### src/rtl/uart_pkg.sv
// Shared UART definitions: receiver state encoding and counter sizing helper.
// The PARITY state is reachable only when UART_RX_PARITY_EN is defined.
package uart_pkg;

  typedef enum logic [2:0] {
    IDLE   = 3'd0,
    START  = 3'd1,
    DATA   = 3'd2,
    PARITY = 3'd3,
    STOP   = 3'd4
  } rx_state_e;

  // Width of a counter that must hold 0..clks_per_bit-1.
  function automatic int cnt_width(input int clks_per_bit);
    return (clks_per_bit > 1) ? $clog2(clks_per_bit) : 1;
  endfunction

endpackage

### src/rtl/uart_sync.sv
// Two-flop synchroniser for an idle-high asynchronous serial line.
// Both flops reset to 1 so that reset never looks like a start bit.
module uart_sync (
  input  logic clk,
  input  logic rst,
  input  logic d,
  output logic q
);

  logic meta;

  // NOTE: sequential state is always written with non-blocking assignments so
  // every flop samples the pre-edge value of its neighbours.
  always_ff @(posedge clk) begin
    if (rst) begin
      meta <= 1'b1;
      q    <= 1'b1;
    end else begin
      meta <= d;
      q    <= meta;
    end
  end

endmodule

### src/rtl/uart_rx_param.sv
// Parametrised UART receiver with valid/ready output, framing/overrun detection.
// Define UART_RX_PARITY_EN to expect and check one parity bit after the data bits.
module uart_rx_param
  import uart_pkg::*;
#(
  parameter int CLKS_PER_BIT = 279,
  parameter int DATA_BITS    = 8,
  parameter int STOP_BITS    = 1,
  parameter int PARITY_ODD   = 0
) (
  input  logic                 clk,
  input  logic                 rst,
  input  logic                 din,
  output logic [DATA_BITS-1:0] rx_data,
  output logic                 rx_valid,
  input  logic                 rx_ready,
  output logic                 frame_err,
  output logic                 overrun_err,
  output logic                 parity_err,
  output logic                 busy
);

  localparam int CNT_W = cnt_width(CLKS_PER_BIT);
  localparam int IDX_W = $clog2(DATA_BITS);

  localparam logic [CNT_W-1:0] HALF      = CNT_W'(CLKS_PER_BIT / 2);
  localparam logic [CNT_W-1:0] LAST_CNT  = CNT_W'(CLKS_PER_BIT - 1);
  localparam logic [IDX_W-1:0] LAST_BIT  = IDX_W'(DATA_BITS - 1);
  localparam logic             LAST_STOP = 1'(STOP_BITS - 1);

  logic din_s;

  rx_state_e              state_q, state_d;
  logic [CNT_W-1:0]       cnt_q, cnt_d;
  logic [IDX_W-1:0]       bit_idx_q, bit_idx_d;
  logic                   stop_idx_q, stop_idx_d;
  logic [DATA_BITS-1:0]   shift_q, shift_d;
  logic                   parity_fail;

  logic                   load;
  logic                   rx_valid_d;
  logic                   frame_d, overrun_d, parity_d;

  uart_sync u_sync (
    .clk (clk),
    .rst (rst),
    .d   (din),
    .q   (din_s)
  );

`ifdef UART_RX_PARITY_EN
  localparam logic ODD_BIT = (PARITY_ODD != 0);

  logic par_bad_q, par_bad_d;

  assign parity_fail = par_bad_q;
`else
  logic unused_parity_cfg;

  assign unused_parity_cfg = (PARITY_ODD != 0);
  assign parity_fail       = 1'b0;
`endif

  always_comb begin
    // NOTE: every signal assigned here gets a default first, so no path through
    // the case statement can hold a value and infer a latch.
    state_d    = state_q;
    cnt_d      = cnt_q;
    bit_idx_d  = bit_idx_q;
    stop_idx_d = stop_idx_q;
    shift_d    = shift_q;
    frame_d    = 1'b0;
    overrun_d  = 1'b0;
    parity_d   = 1'b0;
    load       = 1'b0;
`ifdef UART_RX_PARITY_EN
    par_bad_d  = par_bad_q;
`endif

    unique case (state_q)
      IDLE: begin
        cnt_d = '0;
        if (!din_s) state_d = START;
      end

      // Re-check the line at mid start bit; a short low pulse is a glitch.
      START: begin
        if (cnt_q == HALF) begin
          if (din_s) begin
            state_d = IDLE;
          end else begin
            cnt_d      = '0;
            bit_idx_d  = '0;
            stop_idx_d = 1'b0;
            state_d    = DATA;
`ifdef UART_RX_PARITY_EN
            par_bad_d  = 1'b0;
`endif
          end
        end else begin
          cnt_d = cnt_q + 1'b1;
        end
      end

      DATA: begin
        if (cnt_q == LAST_CNT) begin
          cnt_d            = '0;
          shift_d[bit_idx_q] = din_s;
          bit_idx_d        = bit_idx_q + 1'b1;
          if (bit_idx_q == LAST_BIT) begin
`ifdef UART_RX_PARITY_EN
            state_d = PARITY;
`else
            state_d = STOP;
`endif
          end
        end else begin
          cnt_d = cnt_q + 1'b1;
        end
      end

`ifdef UART_RX_PARITY_EN
      PARITY: begin
        if (cnt_q == LAST_CNT) begin
          cnt_d     = '0;
          par_bad_d = (din_s != ((^shift_q) ^ ODD_BIT));
          state_d   = STOP;
        end else begin
          cnt_d = cnt_q + 1'b1;
        end
      end
`endif

      // Leaving at the last stop sample (not its end) gives half a bit of slack
      // for the next start edge.
      STOP: begin
        if (cnt_q == LAST_CNT) begin
          cnt_d = '0;
          if (!din_s) begin
            frame_d = 1'b1;
            state_d = IDLE;
          end else if (stop_idx_q == LAST_STOP) begin
            state_d = IDLE;
            if (parity_fail)                 parity_d  = 1'b1;
            else if (!rx_valid || rx_ready)  load      = 1'b1;
            else                             overrun_d = 1'b1;
          end else begin
            stop_idx_d = stop_idx_q + 1'b1;
          end
        end else begin
          cnt_d = cnt_q + 1'b1;
        end
      end

      default: state_d = IDLE;
    endcase
  end

  always_comb begin
    rx_valid_d = rx_valid;
    if (load)                       rx_valid_d = 1'b1;
    else if (rx_valid && rx_ready)  rx_valid_d = 1'b0;
  end

  always_ff @(posedge clk) begin
    if (rst) begin
      state_q     <= IDLE;
      cnt_q       <= '0;
      bit_idx_q   <= '0;
      stop_idx_q  <= 1'b0;
      shift_q     <= '0;
      rx_data     <= '0;
      rx_valid    <= 1'b0;
      frame_err   <= 1'b0;
      overrun_err <= 1'b0;
      parity_err  <= 1'b0;
    end else begin
      state_q     <= state_d;
      cnt_q       <= cnt_d;
      bit_idx_q   <= bit_idx_d;
      stop_idx_q  <= stop_idx_d;
      shift_q     <= shift_d;
      rx_valid    <= rx_valid_d;
      frame_err   <= frame_d;
      overrun_err <= overrun_d;
      parity_err  <= parity_d;
      if (load) rx_data <= shift_q;
    end
  end

`ifdef UART_RX_PARITY_EN
  always_ff @(posedge clk) begin
    if (rst) par_bad_q <= 1'b0;
    else     par_bad_q <= par_bad_d;
  end
`endif

  assign busy = (state_q != IDLE);

endmodule

### config.mk
export PLATFORM = sky130hd
export DESIGN_NAME = uart_rx_param
export DESIGN_NICKNAME = d
export VERILOG_FILES = /design/src/rtl/uart_pkg.sv /design/src/rtl/uart_sync.sv /design/src/rtl/uart_rx_param.sv
export SDC_FILE = /design/constraint.sdc
export NUM_CORES = 1
export LEC_CHECK = 0
export ABC_AREA = 1
export CORE_AREA = 2 2 70 72
export CTS_CLUSTER_DIAMETER = 150
export DETAILED_ROUTE_END_ITERATION = 10
export DIE_AREA = 0 0 72 74
export PLACE_DENSITY_LB_ADDON = 0.15
export SYNTH_ARGS = -nofsm -noshare
export SYNTH_HDL_FRONTEND = slang
export SYNTH_SLANG_ARGS = --single-unit
### constraint.sdc
create_clock -name clk -period 1.3 [get_ports clk]
set_clock_uncertainty 0.05 [all_clocks]
set_input_delay 0.325 -clock clk [delete_from_list [all_inputs] [get_ports clk]]
set_output_delay 0.325 -clock clk [all_outputs]
set_load 0.05 [all_outputs]
Word-level counts from Yosys, hierarchy flattened --
Cells that the tools add are included. W data, S select, Z words.
Word-level totals: bits of input ports 4, logic and storage cells 87, flip-flop bits (word level) 37, output and inout bits 13
Operators by class: equal/unequal tests 15, reductions and logical operators 18, add/subtract/negate cells 3, $lt $le $gt $ge 2, bitwise gates (word level) 3, mux-type cells 35
Operators by type and width (count):
- $mux W3 | 10
- $mux W9 | 3
- $pmux W9 S3 | 1
- $mux W1 | 15
- $ne A2 B2 Y1 const B | 6
- $pmux W3 S4 | 1
- $add A9 B1 Y9 const B | 1
- $eq A9 B8 Y1 const B | 1
- $eq A9 B9 Y1 const B | 1
- $bwmux W8 | 1
- $eq A3 B3 Y1 const B | 2
- $ne A3 B3 Y1 const B | 2
- $pmux W3 S2 | 1
- $reduce_and A6 Y1 | 1
- $reduce_bool A2 Y1 | 3
- $reduce_bool A3 Y1 | 2
- $reduce_and A5 Y1 | 1
- $reduce_or A5 Y1 | 1
- $lt A3 B4 Y1 const B | 1
- $reduce_and A2 Y1 | 2
- $reduce_and A4 Y1 | 1
- $add A3 B1 Y3 const B | 1
- $demux W1 S3 | 1
- $eq A3 B1 Y1 const B | 1
- other kinds (13) | 16

Logic depth before layout (Yosys ltp) --
depth in word-level cells 8, depth in mapped cells 11, gate-level depth less buffers 11

By module --
Synthesis repeated with hierarchy kept, for this count alone.
Second synthesis, totals: cell total of the unflattened synthesis 290, area total of the unflattened synthesis 1928.1 um2
Modules (own cells, without submodules):
- uart_rx_param | cells an instance 283, sequential area each 680.7 um2, instances 1, area an instance 1869.3 um2
- uart_sync | cells an instance 7, sequential area each 40.0 um2, instances 1, area an instance 58.8 um2

Worst setup path before layout --
OpenSTA, ideal clock, no wires.
kind flip-flop to flip-flop, from register cnt_q[0], to register rx_data[1], period minus slack after synthesis 1.449 ns, path buffers 1, setup time 0.113 ns, arrival time 1.286 ns, required time 1.137 ns, cell stages (with the launch flop) 11, setup slack -0.149 ns, cell sequence dfxtp_1 > inv_1 > ha_1 > nand2_1 > nor2_4 > nand2_4 > inv_6 > nand3_4 > buf_6 > nor2_1 > nor2_1
Between the ends: longest elaborated chain between the ends 3
Ends and longest elaborated chain:
- start, declared | RTL line uart_rx_param.sv:34 | logic [CNT_W-1:0] cnt_q, cnt_d;
- start signal, assigned | RTL line uart_rx_param.sv:179 | cnt_q <= cnt_d;
- $eq A9 B9 Y1 | RTL line uart_rx_param.sv:137 | if (cnt_q == LAST_CNT) begin
- $mux W1 | RTL line uart_rx_param.sv:137
- $mux W1 | RTL line uart_rx_param.sv:80 | unique case (state_q)
- end signal, assigned | RTL line uart_rx_param.sv:187 | if (load) rx_data <= shift_q;
- end, declared | RTL line uart_rx_param.sv:14 | output logic [DATA_BITS-1:0] rx_data,
Every way passes these cells. A chain may end at the register's enable or synchronous reset.

Final worst setup path --
from register state_q[0], to register rx_data[0]
Between the ends: longest elaborated chain between the ends 2
Ends and longest elaborated chain:
- start, declared | RTL line uart_rx_param.sv:33 | rx_state_e state_q, state_d;
- start signal, assigned | RTL line uart_rx_param.sv:178 | state_q <= state_d;
- $eq A3 B3 Y1 | RTL line uart_rx_param.sv:80
- $mux W1 | RTL line uart_rx_param.sv:80
Every way passes these cells.

==> summary.txt <==
Status: finished with violations
Failing checks: negative setup slack
Yosys top cell by area: dfxtp_1
Cell repeated most along the worst path: nand2_1
Antenna violations before repair: 0
HPWL after DPL: 3350 um
Core area: 0.00460 mm2
Max-slew violation count: 0
Final Cell Area: 0.00307 mm2
Max Root-Sink Buffers: 2
CP max stage cell: dfxtp_2
Worst reg2reg path depth: 7
Number of global-route vias before repair: 1,829
Die Ht: 74 um
#FFs+latches synth: 36
Area after DPL: 0.00261 mm2
Top-area cell type share of the netlist area: 0.365
CP peak stage delay: 0.35 ns
Flop-to-flop setup slack: -0.15 ns
Setup total negative slack: -3.31 ns
Final setup fails: 34
Reg2reg end: rx_data[0]
Ys Warns: 0
Crit path depth: 7
H-tree Lvls: 2
Io pins: 17
PwrDens: 1180 mW/mm2
1st-pass router iterations: 4
Hold Vio Cnt, Final: 0
All-Layer GR Usage: 0.191
Peak supply drop: 0.000610 V
Area grow syn2layout: 55.4%
DRC Markers: 0
Setup CP Type: flip-flop to flip-flop
Top post-synthesis cells by area: dfxtp_1, nand2_1, nor2_1
Nets: 384
Max-cap violation count: 0
Root buf cell: clkbuf_8
Clk_lat worst skew: 0.29 ns
CTS clk-pin slew, worst paths: 0.07 ns
Die X: 72 um
Share of layout cells above drive strength 1: 0.427
Post-CTS Hold Buffers: 0
Crit Path Max Fanout: 8
Vias after detailed routing: 2,079
Post-DR vias/cell: 4.82
Ratio of final minimum period to clock period: 1.12
Min cycle time layout: 1.45 ns
CP Data Arrival Time: 1.63 ns
Die ar.: 0.00533 mm2
WL/cell: 11.8 um
Synth cell types: 26
Iteration-0 DRC count of the detailed router: 114
Buf/Inv on CP: 0
CTS buffer count: 5
Ant diodes: 0
Total Wirelength: 5110 um
Starting Density: 0.429
Clock sinks: 36
Fmax: 0.688 GHz
Crit path capture type: flip-flop
Synth Instances: 311
CP cell instances: nor2_2 -> nand2_1 -> nor2_2 -> nand3_4 -> nand2_1 -> nand2_1 -> nor2_1
Leak pwr: 0.00149 uW
Synthesized area: 0.00197 mm2
Grt ovf: 0
Pin count of the biggest net entering global routing: 12
Worst Slack Setup Final: -0.154 ns
GPL Wtd Cong: 0.896
Worst Hold Path Cells: 1
Port Buffers: 15
Site row count: 25
First-pass GRT wire length: 7990 um
Unrepaired setup endpoints after global routing: yes
Top delay family on crit path: simple AND/OR/NAND/NOR gates
Hold Path Class: flip-flop to flip-flop
Net Count, Synth: 319
Crit path launch type: flip-flop
Hold Startpoint: u_sync.meta
# fillers: 377
RR Startpoint: state_q[0]
Hold EP: u_sync.q
Post-synthesis sequential area ratio: 0.365
CP Data Required Time: 1.48 ns
ANT nets after route: 0
TritonCTS clock tree: yes
Syn_area_per_cell: 6.35 um2
cell usage after synthesis:
library cell   n
nor3_1         4
nand3_4        1
dfxtp_1       36
or2_2          2
nand2_4        1
xor2_1         2
buf_4          1
nor4_1         1
or2_1          1
nand3_1       22
inv_1         36
clkbuf_4       1
clkbuf_1       3
buf_6          2
ha_1           4
inv_6          1
a21oi_1       15
nand2_1       92
o21ai_0        7
nor2_4         3
inv_2          6
nor2_2         3
nor2_1        55
nand2_2        5
conb_1         1
nand4_1        6
layout make-up:
cell class                 count  area, um2  share of cell area
inverter                      43        171              0.0559
tap                           54       67.6              0.0220
timing repair buffer          64        649               0.212
multi-input combinational    226       1330               0.434
sequential                    36        742               0.242
clock inverter                 2       35.0              0.0114
clock buffer                   6       72.6              0.0237
repair_timing:
action	4_1_cts	5_1_grt
resized for setup	25	66
hold endpoints to repair	0	0
endpoints found under the setup margin	34	35
cloned	1	0
pin swaps	19	25
setup buffers	5	2
metrics by stage:
step | setup WS, ns | utilization | hold slack, ns | power, uW | cells
after CTS | -0.138 | 0.616 | 0.371 | 3360 | 429
after detailed placement | -0.256 | 0.567 | 0.350 | 2200 | 415
after global routing | -0.233 | 0.667 | 0.395 | 3800 | 431
after global placement | -0.177 | 0.567 | 0.345 | 2200 | 415
final | -0.154 | 0.667 | 0.368 | 3610 | 431
after floorplan | -0.0792 | - | 0.339 | 1780 | 311
worst max path at each step:
stage | from | endpoint
floorplan | cnt_q[0] | rx_data[1]
global placement | rx_ready | rx_data[0]
detailed placement | rx_ready | rx_data[2]
CTS | cnt_q[0] | rx_data[7]
global route | cnt_q[0] | cnt_q[0]
finish | state_q[0] | rx_data[0]
state kept, by name (all words and copies together), names as in the netlist:
signal	cells
bit_idx_q	3
u_sync.meta	1
shift_q	8
frame_err	1
rx_data	8
cnt_q	9
overrun_err	1
rx_valid	1
state_q	3
u_sync.q	1
cells by family (layout without fill, tap and decap cells):
kind of cell    Yosys count  count (layout)  share of synthesized area
xor+xnor                  2               2                    0.00887
other cells               1               1                    0.00190
buf+inv                  50             115                      0.109
compound gates           22              22                     0.0558
fa+ha+maj                 4               4                     0.0253
simple gates            196             197                      0.434
flops                    36              36                      0.365
layer usage:
layer	track usage	routed length (um)
met1	0.266	2470
met2	0.296	2350
met3	0.0434	177
met4	0.0587	107
met5	0	0
power by group:
part | internal, uW | switching, uW
Sequential | 1170 | 78.5
Combinational | 621 | 762
Clock | 569 | 413
placed cells by master (no fill, tap or decap), drive strengths merged:
cell / synthesis / routed
conb: 1 / 1
clkinv: 0 / 1
nand3: 23 / 24
ha: 4 / 4
o21ai: 7 / 7
nand4: 6 / 6
nor2: 61 / 61
or2: 3 / 3
clkbuf: 4 / 6
xor2: 2 / 2
buf: 3 / 61
a21oi: 15 / 15
clkdlybuf4s50: 0 / 3
nor3: 4 / 4
bufinv: 0 / 1
nor4: 1 / 1
dfxtp: 36 / 36
inv: 43 / 43
nand2: 98 / 98
Note: power is estimated with default switching activity, not from simulation.
